--- src/rtl/clock_tick_sync.sv ---
// Brings a slow divided clock into the main clock domain as rise/fall enable ticks and tracks lock/loss.
// Optional period measurement enabled by defining CLOCK_TICK_PERIOD_EN.
module clock_tick_sync #(
   parameter int unsigned SYNC_STAGES = 2,
   parameter int unsigned TIMEOUT     = 64,
   parameter int unsigned LOCK_EDGES  = 2,
   parameter int unsigned PERIOD_BITS = 16
) (
   input  logic                   clock,
   input  logic                   reset,
   input  logic                   slow_clk_in,
   output logic                   rise_tick,
   output logic                   fall_tick,
   output logic                   locked,
   output logic                   lost,
   output logic [PERIOD_BITS-1:0] period,
   output logic                   period_valid
);

   localparam int unsigned GW = $clog2(TIMEOUT + 1);
   localparam int unsigned EW = $clog2(LOCK_EDGES + 1);

   typedef enum logic [1:0] {
      ST_SEARCH = 2'd0,
      ST_LOCKED = 2'd1,
      ST_LOST   = 2'd2
   } state_e;

   logic [SYNC_STAGES-1:0] sync_q, sync_d;
   logic                   hist_q, hist_d;
   logic                   rise_tick_q, rise_tick_d;
   logic                   fall_tick_q, fall_tick_d;
   logic                   locked_q, locked_d;
   logic                   lost_q, lost_d;
   logic [GW-1:0]          gap_q, gap_d;
   logic [EW-1:0]          edge_cnt_q, edge_cnt_d;
   state_e                 state_q, state_d;

   logic                   sync_c;
   logic                   rise_c;
   logic                   fall_c;
   logic                   timeout_c;

   // Edge detection, gap timing and the lock/loss state machine
   always_comb begin
      sync_d      = {sync_q[SYNC_STAGES-2:0], slow_clk_in};
      sync_c      = sync_q[SYNC_STAGES-1];
      hist_d      = sync_c;
      rise_c      = sync_c & ~hist_q;
      fall_c      = ~sync_c & hist_q;
      rise_tick_d = rise_c;
      fall_tick_d = fall_c;
      locked_d    = (state_q == ST_LOCKED);
      lost_d      = (state_q == ST_LOST);
      state_d     = state_q;
      edge_cnt_d  = edge_cnt_q;

      if (rise_c) begin
         gap_d = '0;
      end else if (gap_q == GW'(TIMEOUT)) begin
         gap_d = gap_q;
      end else begin
         gap_d = gap_q + GW'(1);
      end
      timeout_c = (gap_q == GW'(TIMEOUT - 1)) & ~rise_c;

      unique case (state_q)
         ST_SEARCH: begin
            if (rise_c) begin
               if (edge_cnt_q == EW'(LOCK_EDGES - 1)) begin
                  state_d    = ST_LOCKED;
                  edge_cnt_d = '0;
               end else begin
                  edge_cnt_d = edge_cnt_q + EW'(1);
               end
            end else if (timeout_c) begin
               edge_cnt_d = '0;
            end
         end
         ST_LOCKED: begin
            if (timeout_c) begin
               state_d = ST_LOST;
            end
         end
         ST_LOST: begin
            // The edge that leaves LOST already counts toward the next lock
            if (rise_c) begin
               if (LOCK_EDGES <= 1) begin
                  state_d    = ST_LOCKED;
                  edge_cnt_d = '0;
               end else begin
                  state_d    = ST_SEARCH;
                  edge_cnt_d = EW'(1);
               end
            end
         end
         default: begin
            state_d    = ST_SEARCH;
            edge_cnt_d = '0;
         end
      endcase
   end

   always_ff @(posedge clock) begin
      if (reset) begin
         sync_q      <= '0;
         hist_q      <= 1'b0;
         rise_tick_q <= 1'b0;
         fall_tick_q <= 1'b0;
         locked_q    <= 1'b0;
         lost_q      <= 1'b0;
         gap_q       <= '0;
         edge_cnt_q  <= '0;
         state_q     <= ST_SEARCH;
      end else begin
         sync_q      <= sync_d;
         hist_q      <= hist_d;
         rise_tick_q <= rise_tick_d;
         fall_tick_q <= fall_tick_d;
         locked_q    <= locked_d;
         lost_q      <= lost_d;
         gap_q       <= gap_d;
         edge_cnt_q  <= edge_cnt_d;
         state_q     <= state_d;
      end
   end

   assign rise_tick = rise_tick_q;
   assign fall_tick = fall_tick_q;
   assign locked    = locked_q;
   assign lost      = lost_q;

`ifdef CLOCK_TICK_PERIOD_EN
   logic [PERIOD_BITS-1:0] period_cnt_q, period_cnt_d;
   logic [PERIOD_BITS-1:0] period_q, period_d;
   logic                   period_valid_q, period_valid_d;
   logic                   have_prev_q, have_prev_d;

   // Period measurement between consecutive rises; no previous edge after reset or loss
   always_comb begin
      period_cnt_d   = period_cnt_q;
      period_d       = period_q;
      period_valid_d = 1'b0;
      have_prev_d    = have_prev_q;

      if (rise_c) begin
         period_cnt_d = '0;
      end else if (period_cnt_q != '1) begin
         period_cnt_d = period_cnt_q + PERIOD_BITS'(1);
      end

      if (rise_c) begin
         have_prev_d = 1'b1;
         if (have_prev_q) begin
            period_valid_d = 1'b1;
            period_d       = (period_cnt_q == '1) ? period_cnt_q
                                                  : period_cnt_q + PERIOD_BITS'(1);
         end
      end else if ((state_q == ST_LOCKED) && timeout_c) begin
         have_prev_d = 1'b0;
      end
   end

   always_ff @(posedge clock) begin
      if (reset) begin
         period_cnt_q   <= '0;
         period_q       <= '0;
         period_valid_q <= 1'b0;
         have_prev_q    <= 1'b0;
      end else begin
         period_cnt_q   <= period_cnt_d;
         period_q       <= period_d;
         period_valid_q <= period_valid_d;
         have_prev_q    <= have_prev_d;
      end
   end

   assign period       = period_q;
   assign period_valid = period_valid_q;
`else
   assign period       = '0;
   assign period_valid = 1'b0;
`endif

endmodule

--- config.mk ---
export PLATFORM = sky130hd
export DESIGN_NAME = clock_tick_sync
export DESIGN_NICKNAME = d
export VERILOG_FILES = /design/src/rtl/clock_tick_sync.sv
export SDC_FILE = /design/constraint.sdc
export NUM_CORES = 1
export LEC_CHECK = 0
export ABC_AREA = 1
export CORE_MARGIN = 2
export CORE_UTILIZATION = 46
export CTS_CLUSTER_DIAMETER = 60
export CTS_CLUSTER_SIZE = 40
export DETAILED_ROUTE_END_ITERATION = 16
export PLACE_DENSITY = 0.79
export REMOVE_ABC_BUFFERS = 1
export SLEW_MARGIN = 20
export SYNTH_ARGS = -nofsm -noshare
export SYNTH_HDL_FRONTEND = slang
export SYNTH_SLANG_ARGS = --single-unit
--- constraint.sdc ---
create_clock -name clock -period 1.7 [get_ports clock]
set_clock_uncertainty 0.15 [all_clocks]
set_input_delay 0.51 -clock clock [delete_from_list [all_inputs] [get_ports clock]]
set_output_delay 0.51 -clock clock [all_outputs]
set_load 0.05 [all_outputs]
==> results of run 1 <==
## worst register-to-register path, delay by kind of cell (launching register included)
family / cells / cell delay, ns
adder cells (fa/ha/maj): 1 / 0.22
buffers and inverters: 2 / 0.14
flip-flops: 1 / 0.40
AND/OR/NAND/NOR: 5 / 0.43
## metrics by stage
| step | worst slack (ns) | util, % | total power, mW | area (µm²) | cells |
|---|---|---|---|---|---|
| finish | 0.2387 | 55.32 | 0.7913 | 975.9 | 151 |
| global route | 0.1543 | 55.32 | 0.8288 | 975.9 | 151 |
| CTS | 0.2207 | 55.32 | 0.8001 | 975.9 | 151 |
| detailed placement | -0.02741 | 54.04 | 0.5963 | 953.4 | 148 |
| global placement | 0.04684 | 54.04 | 0.5937 | 953.4 | 148 |
| floorplan | 0.4362 | - | 0.5707 | 807.0 | 115 |
## final cells by class
class / instances / area, µm² / share of cell area (%)
multi-input combinational: 81 / 386.6 / 39.62
clock buffer: 3 / 22.52 / 2.308
tap: 25 / 31.28 / 3.205
inverter: 16 / 60.06 / 6.154
timing repair buffer: 8 / 115.1 / 11.79
sequential: 18 / 360.3 / 36.92
## flip-flops by register name, summed over array words and instances, names as in the netlist
signal	count
sync_q	2
rise_tick	1
state_q	2
locked	1
lost	1
fall_tick	1
edge_cnt_q	2
hist_q	1
gap_q	7
## logic make-up after synthesis
| group | count (synthesis) | share of synthesized area, % |
|---|---|---|
| AND/OR/NAND/NOR | 48 | 24.97 |
| buffers and inverters | 34 | 22.13 |
| flip-flops | 18 | 40.85 |
| AO/OA/AOI/OAI | 12 | 6.808 |
| XOR/XNOR | 2 | 1.986 |
| adder cells (fa/ha/maj) | 2 | 2.836 |
| other | 1 | 0.4251 |
## worst paths after layout
check	start	endpoint	slack, ns	cells past startpoint
setup / recovery	lost	lost	0.24	1
hold / removal	sync_q[0]	sync_q[1]	0.26	2
setup reg to reg	gap_q[1]	edge_cnt_q[1]	0.29	8
hold reg to reg	sync_q[0]	sync_q[1]	0.26	2
## cells in the mapped netlist (all sizes together), types with 2 or more instances
cell   number  share of area [%]
nor3        4                2.3
nand2      15                7.2
nand3       7                4.5
buf        18                 15
ha          2                2.8
a21oi       7                4.0
nor2       20                9.4
dfxtp      18                 41
o21ai       5                2.8
inv        16                6.8
## power groups by stage
stage          sequential (mW)  clock (mW)  combinational (mW)
2_1_floorplan            0.455           0               0.116
6_report                 0.444       0.205               0.143
5_1_grt                  0.445       0.229               0.155
3_3_place_gp             0.453           0               0.141
4_1_cts                  0.444       0.213               0.143
3_5_place_dp             0.454           0               0.143
## per-layer routing
metal | GRT usage (%) | vias to the layer above
li1 | - | 350
met1 | 14.75 | 282
met2 | 21.33 | 21
met3 | 3.396 | 5
met4 | 11.35 | 0
met5 | 0 | -
==> summary.md, run 1 <==
| Metric | Value |
|---|---|
| Overflow left after global routing | `0` |
| Num CTS Buffers | `3` |
| Total negative slack | `0 ns` |
| FMAX | `684.3 MHz` |
| Outcome | `complete, no violations` |
| Final Hold Violating Endpoints | `0` |
| Proportion of synthesized chip area in sequential cells | `40.85%` |
| Minimum hold slack | `0.2644 ns` |
| Core Region | `1764 µm²` |
| Setup Fix Bufs, Post-CTS | `0` |
| Final weighted congestion of routability-driven global placement | `0.8766` |
| Routed met2 length | `567 µm` |
| Number of DRC violations after detailed routing | `0` |
| GRT Overall Usage | `13.39%` |
| Total via count after detailed routing | `658` |
| Buffers on Ports | `6` |
| M1 WL | `573 µm` |
| First-pass GRT wire length | `2035 µm` |
| Kind of critical path | `flop to output pin` |
| Clock H-tree levels | `1` |
| Detail Route Antenna Nets | `0` |
| Final HPWL from detailed placement | `1012 µm` |
| Max-slew violations | `0` |
| Number of enable flip-flop cells after synthesis | `0` |
| Net switching power | `247.6 µW` |
| Cell with the biggest individual delay on the critical path | `sky130_fd_sc_hd__dfxtp_1` |
| Minimum period implied by the final worst setup slack | `1.461 ns` |
| Clock latency at the later pin of the worst-skew pair | `0.29 ns` |
| Antenna violations before repair | `0` |
| Fraction of power spent switching nets | `31.30%` |
| Number of maximum-capacitance constraint violations | `0` |
| Delay of the slowest cell on the worst path | `0.37 ns` |
| Number of instances resized during post-cts repair | `0` |
| Worst-path maximum fanout | `1` |
| Clock input transition at the sequential cells of the worst setup and hold paths | `0.09 ns` |
| Combinational share of power | `18.0%` |
| Portion of total power attributed to sequential cells | `56.1%` |
| Most frequently used flop master after synthesis | `sky130_fd_sc_hd__dfxtp_1` |
| Tightest Hold Check Type | `flop to flop` |
| Drt initial violations | `14` |
| Number of buffer and inverter instances along the worst setup path | `1` |
| Cells traversed along the worst timing path | `buf_12` |
| Worst Path Required | `1.04 ns` |
| Count of TritonRoute iterations in the first routing pass | `4` |
| Maximum number of pins on one net before global-route repair | `10` |
| Number of global-route vias before repair | `536` |
| Die span in x | `47.79 µm` |
| Number of buffers on the longest clock path | `2` |
| Antenna cells | `0` |
| Setup crit start kind | `flop` |
| CTS tree | `built` |
| Cell Area, Synth | `882.1 µm²` |
| Async set or reset register ratio after synthesis | `0%` |
| Number of fillers in the final layout | `162` |
| Leakage power total | `0.4551 nW` |
| Cell Rows | `15` |
| Num Clock Sinks | `18` |
| Kind of cell adding the most delay to the critical path | `flip-flops` |
| Setup crit end kind | `output pin` |
| Number of distinct library cells after synthesis | `20` |
| Initial Utilization | `50.00%` |
| P&R area growth vs syn | `10.64%` |
| Internal power component | `543.6 µW` |
| Die outline height | `47.79 µm` |
| Commonest cells after routing, fill and taps aside | `18 x sky130_fd_sc_hd__dfxtp_1, 17 x sky130_fd_sc_hd__nor2_1, 17 x sky130_fd_sc_hd__conb_1, 14 x sky130_fd_sc_hd__inv_1, 12 x sky130_fd_sc_hd__nand2_1` |
| Post-synthesis register bit count | `18` |
| Most common cell after layout, fill and taps aside | `sky130_fd_sc_hd__dfxtp_1` |
| Clock root buffer master | `sky130_fd_sc_hd__clkbuf_4` |
| Wire length after detailed routing | `1249 µm` |
| Nets | `133` |
| Die Footprint | `2284 µm²` |
| Worst path arrival time | `0.80 ns` |
| Part of the cycle the worst path needs | `85.96%` |
| Cells after synthesis | `117` |
| Average footprint of a synthesized cell | `7.539 µm²` |
| Clock power frac | `25.9%` |
| Number of failing setup endpoints in the final timing report | `0` |
| # hold bufs at CTS | `0` |
| Power per Cell Area | `810.8 nW/µm²` |
| Synthesis warning total | `0` |
| Max layer used | `met4` |
| Detail-routed net length per standard cell | `8.272 µm` |
| Post-DR vias/cell | `4.358` |
| Boundary Pins | `24` |
| Met3 WL | `60 µm` |
| Peak supply drop | `0.0003343 V` |
| Setup repair after global routing missed its margin | `no` |
| Fraction of final layout cells sized beyond drive strength 1 | `14.29%` |
Note: power is estimated with default switching activity, not from simulation.
==> inputs of run 2 (changes only) <==
CORE_UTILIZATION = 30   (was 46)
PLACE_DENSITY = 0.56   (was 0.79)
==> summary.md, run 2 (same netlist as run 1, synthesis figures left out) <==
| Metric | Value |
|---|---|
| Worst path arrival time | `0.81 ns (was 0.80 ns)` |
| Met1 track demand over resource in global routing | `10.23% (was 14.75%)` |
| Detail Route Antenna Nets | `0 (unchanged)` |
| Initial Utilization | `31.71% (was 50.00%)` |
| Cells traversed along the worst timing path | `buf_12 (unchanged)` |
| Final Hold Violating Endpoints | `0 (unchanged)` |
| Final HPWL from detailed placement | `1020 µm (was 1012 µm)` |
| Kind of critical path | `flop to output pin (unchanged)` |
| GRT Overall Usage | `9.348% (was 13.39%)` |
| FF-to-FF End | `edge_cnt_q[1] (unchanged)` |
| Worst Path Required | `1.04 ns (about the same)` |
| Power per Cell Area | `814.1 nW/µm² (was 810.8 nW/µm²)` |
| Placed cell areas | `953.4 µm² (unchanged)` |
| Outcome | `complete, no violations (unchanged)` |
| Boundary Pins | `24 (unchanged)` |
| Most Used Layer, Global Route | `met2 (unchanged)` |
| Flop2flop setup slack | `0.31 ns (was 0.29 ns)` |
| Peak supply drop | `0.0003551 V (was 0.0003343 V)` |
| Final weighted congestion of routability-driven global placement | `0.7908 (was 0.8766)` |
| Core Region | `2781 µm² (was 1764 µm²)` |
| Die Footprint | `3390 µm² (was 2284 µm²)` |
| Startpoint of the worst hold path | `sync_q[0] (unchanged)` |
| Hold path cells | `2 (unchanged)` |
| Drt initial violations | `18 (was 14)` |
| Setup repair after global routing missed its margin | `no (unchanged)` |
| Minimum period implied by the final worst setup slack | `1.469 ns (was 1.461 ns)` |
| Leakage power total | `0.4503 nW (was 0.4551 nW)` |
| Number of maximum-capacitance constraint violations | `0 (unchanged)` |
| Worst setup margin | `0.2307 ns (was 0.2387 ns)` |
| Fraction of final layout cells sized beyond drive strength 1 | `13.60% (was 14.29%)` |
| Overflow left after global routing | `0 (unchanged)` |
| Number of instances resized during post-cts repair | `0 (unchanged)` |
| Antenna cells | `0 (unchanged)` |
| Most flops, register | `gap_q (unchanged)` |
| Clock H-tree levels | `1 (unchanged)` |
| Number of buffers on the longest clock path | `2 (unchanged)` |
| Max reg flops | `7 (unchanged)` |
| DP Worst Slack | `-0.05348 ns (was -0.02741 ns)` |
| Post-DR vias/cell | `4.192 (was 4.358)` |
| Count of TritonRoute iterations in the first routing pass | `4 (unchanged)` |
| Worst-path maximum fanout | `1 (unchanged)` |
| Commonest cells after routing, fill and taps aside | `18 x sky130_fd_sc_hd__dfxtp_1, 17 x sky130_fd_sc_hd__nor2_1, 17 x sky130_fd_sc_hd__conb_1, 14 x sky130_fd_sc_hd__inv_1, 12 x sky130_fd_sc_hd__nand2_1 (unchanged)` |
| Setup crit start kind | `flop (unchanged)` |
| Met3 layer usage reported by global route | `2.009% (was 3.396%)` |
| Nets | `132 (was 133)` |
| Detail-routed net length per standard cell | `8.179 µm (was 8.272 µm)` |
| RR Startpoint | `gap_q[0] (was gap_q[1])` |
| Kind of cell adding the most delay to the critical path | `flip-flops (unchanged)` |
| Clock root buffer master | `sky130_fd_sc_hd__clkbuf_4 (unchanged)` |
| Wire length after detailed routing | `1276 µm (was 1249 µm)` |
| Met2 Track Usage GR | `15.26% (was 21.33%)` |
| Total via count after detailed routing | `654 (was 658)` |
| Die span in x | `58.23 µm (was 47.79 µm)` |
| Number of failing setup endpoints in the final timing report | `0 (unchanged)` |
| Buffers on Ports | `6 (unchanged)` |
| FMAX | `680.6 MHz (was 684.3 MHz)` |
| Most common cell after layout, fill and taps aside | `sky130_fd_sc_hd__dfxtp_1 (unchanged)` |
| Tightest Hold Check Type | `flop to flop (unchanged)` |
| Reg2reg path depth | `8 (unchanged)` |
| Hold path endpoint | `sync_q[1] (unchanged)` |
| Die outline height | `58.23 µm (was 47.79 µm)` |
| Number of global-route vias before repair | `592 (was 536)` |
| Cell Rows | `19 (was 15)` |
| Number of DRC violations after detailed routing | `0 (unchanged)` |
| P&R area growth vs syn | `10.64% (unchanged)` |
| Clock latency at the later pin of the worst-skew pair | `0.30 ns (was 0.29 ns)` |
| Post-route cell area | `975.9 µm² (unchanged)` |
| Setup Fix Bufs, Post-CTS | `0 (unchanged)` |
| Max-slew violations | `0 (unchanged)` |
| Num Clock Sinks | `18 (unchanged)` |
| Setup crit end kind | `output pin (unchanged)` |
| Number of buffer and inverter instances along the worst setup path | `1 (unchanged)` |
| Cell with the biggest individual delay on the critical path | `sky130_fd_sc_hd__dfxtp_1 (unchanged)` |
| Minimum hold slack | `0.2603 ns (was 0.2644 ns)` |
| Clock input transition at the sequential cells of the worst setup and hold paths | `0.10 ns (was 0.09 ns)` |
| Antenna violations before repair | `0 (unchanged)` |
| # hold bufs at CTS | `0 (unchanged)` |
| Num CTS Buffers | `3 (unchanged)` |
| First-pass GRT wire length | `2366 µm (was 2035 µm)` |
| Delay of the slowest cell on the worst path | `0.37 ns (about the same)` |
| Maximum number of pins on one net before global-route repair | `10 (unchanged)` |
| CTS tree | `built (unchanged)` |
| Number of gates on the worst path with buffers counted | `1 (unchanged)` |
| Part of the cycle the worst path needs | `86.43% (was 85.96%)` |
[run 2: changes by cell type in the layout (fill, tap and decap cells not counted), sizes merged]
cell,change
buf,-1
[run 2: worst max path at each step]
stage	startpoint	endpoint	slack [ns]
floorplan	gap_q[0]	edge_cnt_q[1]	0.44
global placement	reset	gap_q[2]	0.008
detailed placement	reset	gap_q[3]	-0.05
CTS	fall_tick	fall_tick	0.21
global route	gap_q[0]	edge_cnt_q[1]	0.15
finish	fall_tick	fall_tick	0.23
[run 2: where the power goes]
group / total, mW / switching, mW / internal [mW]
clock: 0.209 / 0.127 / 0.0826
combinational: 0.142 / 0.115 / 0.0268
sequential: 0.443 / 0.0100 / 0.433
[run 2: through the flow]
step / std cells / TNS, ns / total power, mW / utilization (%)
finish: 156 / 0 / 0.7945 / 35.09
global route: 156 / 0 / 0.8357 / 35.09
CTS: 156 / 0 / 0.8087 / 35.09
detailed placement: 153 / -0.09519 / 0.5946 / 34.28
global placement: 153 / 0 / 0.5933 / 34.28
floorplan: 115 / 0 / 0.5707 / -
[run 2: area by class of cell]
cell class / count / area (µm²)
clock buffer: 3 / 22.52
tap: 31 / 38.79
fill: 305 / 1805
multi-input combinational: 81 / 386.6
sequential: 18 / 360.3
timing repair buffer: 7 / 107.6
inverter: 16 / 60.06
[run 2: per-layer routing]
metal | vias up | wire length [µm] | share of wire, %
met5 | - | 0 | 0
li1 | 348 | - | -
met4 | 0 | 47 | 3.7
met1 | 279 | 568 | 45
met3 | 4 | 83 | 6.5
met2 | 23 | 576 | 45
==> inputs of run 3 (changes only) <==
PLACE_DENSITY = 0.58   (was 0.56)
clock period = 1.2 ns   (was 1.7 ns; I/O delays follow)
==> summary.md, run 3 (same netlist as run 1, synthesis figures left out) <==
| Metric | Value |
|---|---|
| Cells traversed along the worst timing path | `buf_12 (unchanged)` |
| Reg2reg path depth | `7 (was 8)` |
| Clock root buffer master | `sky130_fd_sc_hd__clkbuf_4 (unchanged)` |
| Die span in x | `58.23 µm (unchanged)` |
| Hold path cells | `2 (unchanged)` |
| Overflow left after global routing | `0 (unchanged)` |
| Total via count after detailed routing | `693 (was 654)` |
| Worst setup margin | `-0.08173 ns (was 0.2307 ns)` |
| Wire length after detailed routing | `1512 µm (was 1276 µm)` |
| # hold bufs at CTS | `0 (unchanged)` |
| Clock latency at the later pin of the worst-skew pair | `0.28 ns (was 0.30 ns)` |
| Number of failing setup endpoints in the final timing report | `11 (was 0)` |
| Post-DR vias/cell | `4.125 (was 4.192)` |
| GRT Overall Usage | `9.281% (was 9.348%)` |
| Die outline height | `58.23 µm (unchanged)` |
| Combinational share of power | `18.8% (was 17.8%)` |
| Part of the cycle the worst path needs | `106.8%` |
| Worst Path Required | `0.69 ns (was 1.04 ns)` |
| Num CTS Buffers | `3 (unchanged)` |
| Setup crit start kind | `flop (unchanged)` |
| Detail Route Antenna Nets | `0 (unchanged)` |
| Outcome | `finished, violations left (was complete, no violations)` |
| Met1 track demand over resource in global routing | `12.24% (was 10.23%)` |
| Portion of total power attributed to sequential cells | `51.2% (was 55.8%)` |
| Initial Utilization | `31.71% (unchanged)` |
| Final Hold Violating Endpoints | `0 (unchanged)` |
| Fraction of power spent switching nets | `30.95% (was 31.68%)` |
| Buffers on Ports | `6 (unchanged)` |
| Clock H-tree levels | `1 (unchanged)` |
| Number of DRC violations after detailed routing | `0 (unchanged)` |
| Final weighted congestion of routability-driven global placement | `0.8181 (was 0.7908)` |
| Commonest cells after routing, fill and taps aside | `17 x sky130_fd_sc_hd__conb_1, 15 x sky130_fd_sc_hd__nor2_1, 12 x sky130_fd_sc_hd__dfxtp_1, 11 x sky130_fd_sc_hd__nand2_1, 9 x sky130_fd_sc_hd__buf_4 (was 18 x sky130_fd_sc_hd__dfxtp_1, 17 x sky130_fd_sc_hd__nor2_1, 17 x sky130_fd_sc_hd__conb_1, 14 x sky130_fd_sc_hd__inv_1, 12 x sky130_fd_sc_hd__nand2_1)` |
| Count of TritonRoute iterations in the first routing pass | `4 (unchanged)` |
| Leakage power total | `0.5362 nW (was 0.4503 nW)` |
| Setup crit end kind | `output pin (unchanged)` |
| Max-slew violations | `0 (unchanged)` |
| First-pass GRT wire length | `2511 µm (was 2366 µm)` |
| Antenna violations before repair | `0 (unchanged)` |
| Met2 Track Usage GR | `14.77% (was 15.26%)` |
| Kind of critical path | `flop to output pin (unchanged)` |
| Number of gates on the worst path with buffers counted | `1 (unchanged)` |
| Detail-routed net length per standard cell | `9.000 µm (was 8.179 µm)` |
| Num Clock Sinks | `18 (unchanged)` |
| Maximum number of pins on one net before global-route repair | `11 (was 10)` |
| Number of buffer and inverter instances along the worst setup path | `1 (unchanged)` |
| Fraction of final layout cells sized beyond drive strength 1 | `40.15% (was 13.60%)` |
| Failing checks | `negative setup slack` |
| Total power | `1.241 mW (was 794.5 µW)` |
| Met3 layer usage reported by global route | `1.339% (was 2.009%)` |
| Nets | `143 (was 132)` |
| FMAX | `780.2 MHz` |
| Internal power component | `857.1 µW (was 542.8 µW)` |
| Drt initial violations | `9 (was 18)` |
| Minimum hold slack | `0.2615 ns (was 0.2603 ns)` |
| Die Footprint | `3390 µm² (unchanged)` |
| P&R area growth vs syn | `34.47% (was 10.64%)` |
| Clock input transition at the sequential cells of the worst setup and hold paths | `0.11 ns (was 0.10 ns)` |
| Cell Rows | `19 (unchanged)` |
| Clock power frac | `30.1% (was 26.4%)` |
| Minimum period implied by the final worst setup slack | `1.282 ns` |
| Number of maximum-capacitance constraint violations | `0 (unchanged)` |
| Net switching power | `384.2 µW (was 251.7 µW)` |
| Most flops, register | `gap_q (unchanged)` |
| Cell with the biggest individual delay on the critical path | `sky130_fd_sc_hd__dfxtp_2 (was sky130_fd_sc_hd__dfxtp_1)` |
| Core Region | `2781 µm² (unchanged)` |
| CTS tree | `built (unchanged)` |
| Power per Cell Area | `1047 nW/µm² (was 814.1 nW/µm²)` |
| Kind of cell adding the most delay to the critical path | `flip-flops (unchanged)` |
| Max reg flops | `7 (unchanged)` |
| Boundary Pins | `24 (unchanged)` |
| Setup repair after global routing missed its margin | `yes (was no)` |
| Antenna cells | `0 (unchanged)` |
| Most Used Layer, Global Route | `met2 (unchanged)` |
| Tightest Hold Check Type | `flop to flop (unchanged)` |
| Delay of the slowest cell on the worst path | `0.36 ns (was 0.37 ns)` |
| Worst-path maximum fanout | `1 (unchanged)` |
| Final HPWL from detailed placement | `1126 µm (was 1020 µm)` |
| Worst path arrival time | `0.77 ns (was 0.81 ns)` |
| Placed cell areas | `1028 µm² (was 953.4 µm²)` |
| Post-route cell area | `1186 µm² (was 975.9 µm²)` |
| Number of global-route vias before repair | `619 (was 592)` |
| Most common cell after layout, fill and taps aside | `sky130_fd_sc_hd__conb_1 (was sky130_fd_sc_hd__dfxtp_1)` |
| Peak supply drop | `0.0005147 V (was 0.0003551 V)` |
| Number of buffers on the longest clock path | `2 (unchanged)` |
==> run 3: per-stage QoR <==
| stage | TNS [ns] | worst slack, ns | instances | utilization, % |
|---|---|---|---|---|
| 2_1_floorplan | -0.1231 | -0.06377 | 115 | - |
| 3_3_place_gp | -4.489 | -0.3451 | 163 | 36.98 |
| 3_5_place_dp | -4.715 | -0.3788 | 163 | 36.98 |
| 4_1_cts | -0.6519 | -0.09265 | 168 | 41.21 |
| 5_1_grt | -1.502 | -0.1584 | 168 | 42.65 |
| 6_report | -0.5794 | -0.08173 | 168 | 42.65 |
==> run 3: what timing repair did <==
action / in CTS / in global routing
setup endpoints to repair: 15 / 15
setup buffers: 1 / 0
resized for setup: 27 / 13
gates cloned: 0 / 0
pin swaps: 2 / 4
==> run 3: worst paths after layout <==
kind | startpoint | slack, ns | to
setup reg to reg | gap_q[1] | -0.06 | edge_cnt_q[0]
hold / removal | sync_q[0] | 0.26 | sync_q[1]
hold reg to reg | sync_q[0] | 0.26 | sync_q[1]
setup / recovery | fall_tick | -0.08 | fall_tick
==> run 3: area by class of cell <==
type                       count  area [µm²]
fill                         285        1595
multi-input combinational     81       478.0
sequential                    18       370.4
timing repair buffer          18       200.2
inverter                      16       62.56
tap                           31       38.79
clock buffer                   4       36.28
==> run 3: routing by layer <==
layer  part of all wire (%)  wire, µm
met1                     46       697
met2                     48       730
met3                    4.3        65
met4                    1.3        19
met5                      0         0
==> run 3: power groups by stage <==
stage / Clock, mW / Sequential [mW] / Combinational [mW]
2_1_floorplan: 0 / 0.644 / 0.164
3_3_place_gp: 0 / 0.641 / 0.213
3_5_place_dp: 0 / 0.642 / 0.214
4_1_cts: 0.382 / 0.634 / 0.224
5_1_grt: 0.413 / 0.639 / 0.249
6_report: 0.373 / 0.635 / 0.233
==> RTL edit, RTL diff (config.mk and constraints of run 2) <==
The option `CLOCK_TICK_PERIOD_EN` is turned on by a define.
--- a/src/rtl/clock_tick_sync.sv
+++ b/src/rtl/clock_tick_sync.sv
@@ -1,5 +1,7 @@
 // Brings a slow divided clock into the main clock domain as rise/fall enable ticks and tracks lock/loss.
 // Optional period measurement enabled by defining CLOCK_TICK_PERIOD_EN.
+`define CLOCK_TICK_PERIOD_EN
+
 module clock_tick_sync #(
    parameter int unsigned SYNC_STAGES = 2,
    parameter int unsigned TIMEOUT     = 64,
Function: changed (a bounded check fails within 10 cycles, from zero or initial values and one cycle with reset high).
==> RTL edit against run 2 <==
Wire length increased to 3.6 times the old value. Sequential cell count increased by 34. Setup slack worse by 0.15 ns. Register-to-register slack worse by 0.23 ns. Sequential share of layout area is 3.4 points lower. Design area rose to 3.2 times the old value. Total power grew to 2.7 times the old value. Area after synthesis grew to 2.6 times the old value. Largest power group unchanged. First-iteration DRC count grew to 4.2 times the old value.
==> RTL edit: results <==
group,metric,value,unit
status,run_status,"finished clean",
clock_network,cts_made_buffers,5,
worst_hold_path,hp-class,"register to register",
synthesis,yosys-top-cells-count,"52 x dfxtp_1, 52 x nor2_1, 45 x inv_1",
critical_path,crit_arrival,1.67,ns
synthesis,synth_ff_type,"dfxtp_1",
global_route,met1_usage,15.3,%
routing,first_pass_iters,4,
placed_design,place.gp.congestion,0.767,
routing,first_iter_violations,75,
placed_design,dpl_cell_area,2970,µm²
synthesis,ys_warn_count,0,
global_route,grt_use_total,11.9,%
clock_network,root_buffer,"clkbuf_8",
global_route,use_met2,20.1,%
synthesis,synth_cell_types,31,
pwr,leakage,1.39,nW
pwr,internal_power,0.00161,W
critical_path,critPathMaxFanout,4,
global_route,gr-usage-met3,2.66,%
pwr,ir_drop,0.396,mV
clock_network,ctsHtreeMaxLevel,2,
placed_design,dpl.hpwl,3470,µm
global_route,antenna_found_initial,0,
global_route,grt_pass1_wl,8270,µm
cells_and_area,num-fill-cells,731,
routing,ant_nets,0,
sta,worst_pin_slew,0.408,ns
synthesis,ys_async_sr_fraction,0,%
synthesis,synthTopCellsByArea,"dfxtp_1 45%, nor2_1 8.5%, inv_1 7.4%",
clock_network,cts.path.max_buffers,2,
routing,drc,0,
cells_and_area,insertedDiodeCount,0,
clock_network,clk_pin_slew,0.10,ns
global_route,grt_max_degree,26,
global_route,grt_pass1_vias,1865,
cells_and_area,fin_nets,354,
clock_network,clk_latency,0.30,ns
routing,viasPerCell,4.28,
cells_and_area,drive_above_1_share,23.2,%
routing,wirelength,4600,µm
critical_path,critPathSlowestCell,"dfxtp_4",
synthesis,yosysSeqAreaShare,45.5,%
placed_design,port_buffers,23,
critical_path,slowest_delay,0.38,ns
[RTL edit: cell types whose count changed in the layout (fill, tap and decap cells not counted), sizes merged, moves of 4 or more]
cell	before	now
a21oi	7	14
buf	5	39
conb	17	0
dfxtp	18	52
inv	16	52
nand2	15	48
nand3	7	31
nor2	20	56
o21a	0	4
o21ai	5	17
xnor2	1	5
xor2	1	5
[RTL edit: path summary, 6_finish.rpt]
path,depth (start not counted),start,slack [ns],endpoint
setup / recovery,8,gap_q[0]$_SDFFE_PP0P_,0.08,have_prev_q$_SDFFE_PP0P_
hold / removal,2,sync_q[0]$_SDFF_PP0_,0.26,sync_q[1]$_SDFF_PP0_
setup reg to reg,8,gap_q[0]$_SDFFE_PP0P_,0.08,have_prev_q$_SDFFE_PP0P_
hold reg to reg,2,sync_q[0]$_SDFF_PP0_,0.26,sync_q[1]$_SDFF_PP0_
[RTL edit: cell families after synthesis]
kind of cell	count (synthesis)	share of synthesized area, %
XOR/XNOR	10	3.82
AND/OR/NAND/NOR	145	29.4
flip-flops	52	45.5
buffers and inverters	58	10.3
adder cells (fa/ha/maj)	3	1.64
AO/OA/AOI/OAI	39	9.34
[RTL edit: per-stage QoR]
| stage | instances | worst slack (ns) |
|---|---|---|
| floorplan | 300 | 0.143 |
| global placement | 438 | -0.0839 |
| detailed placement | 438 | -0.0967 |
| CTS | 446 | 0.0118 |
| global route | 448 | -0.0470 |
| finish | 448 | 0.0844 |
[RTL edit: critical path: cells and delay by family, from the launching register on]
kind	cells	cell delay, ns
buffers and inverters	1	0.05
adder cells (fa/ha/maj)	1	0.14
AND/OR/NAND/NOR	5	0.71
AO/OA/AOI/OAI	1	0.09
flip-flops	1	0.38
[RTL edit: layout make-up]
class                           count  area [µm²]  area share (%)
Clock inverter                      3        21.3           0.678
Timing Repair Buffer               41         613            19.6
Multi-Input combinational cell    197        1060            33.9
Sequential cell                    52        1050            33.6
Clock buffer                        5        68.8            2.19
Inverter                           51         194            6.19
Tap cell                           99         124            3.95
[RTL edit: power by group through the flow]
stage	Sequential (W)	Combinational, W	Clock, W
after floorplan	0.00130	0.0000636	0
after global placement	0.00129	0.000158	0
after detailed placement	0.00129	0.000159	0
after CTS	0.00126	0.000160	0.000739
after global routing	0.00127	0.000181	0.000799
final	0.00127	0.000162	0.000709
[RTL edit: what timing repair did]
| action | 4_1_cts | 5_1_grt |
|---|---|---|
| setup endpoints to repair | 0 | 22 |
| setup buffers | 0 | 2 |
| resized for setup | 0 | 20 |
[RTL edit: metal layers]
metal	vias up	wire, µm
met5	-	0
met4	0	20
met3	2	131
met2	20	2270
met1	857	2180
li1	1039	-
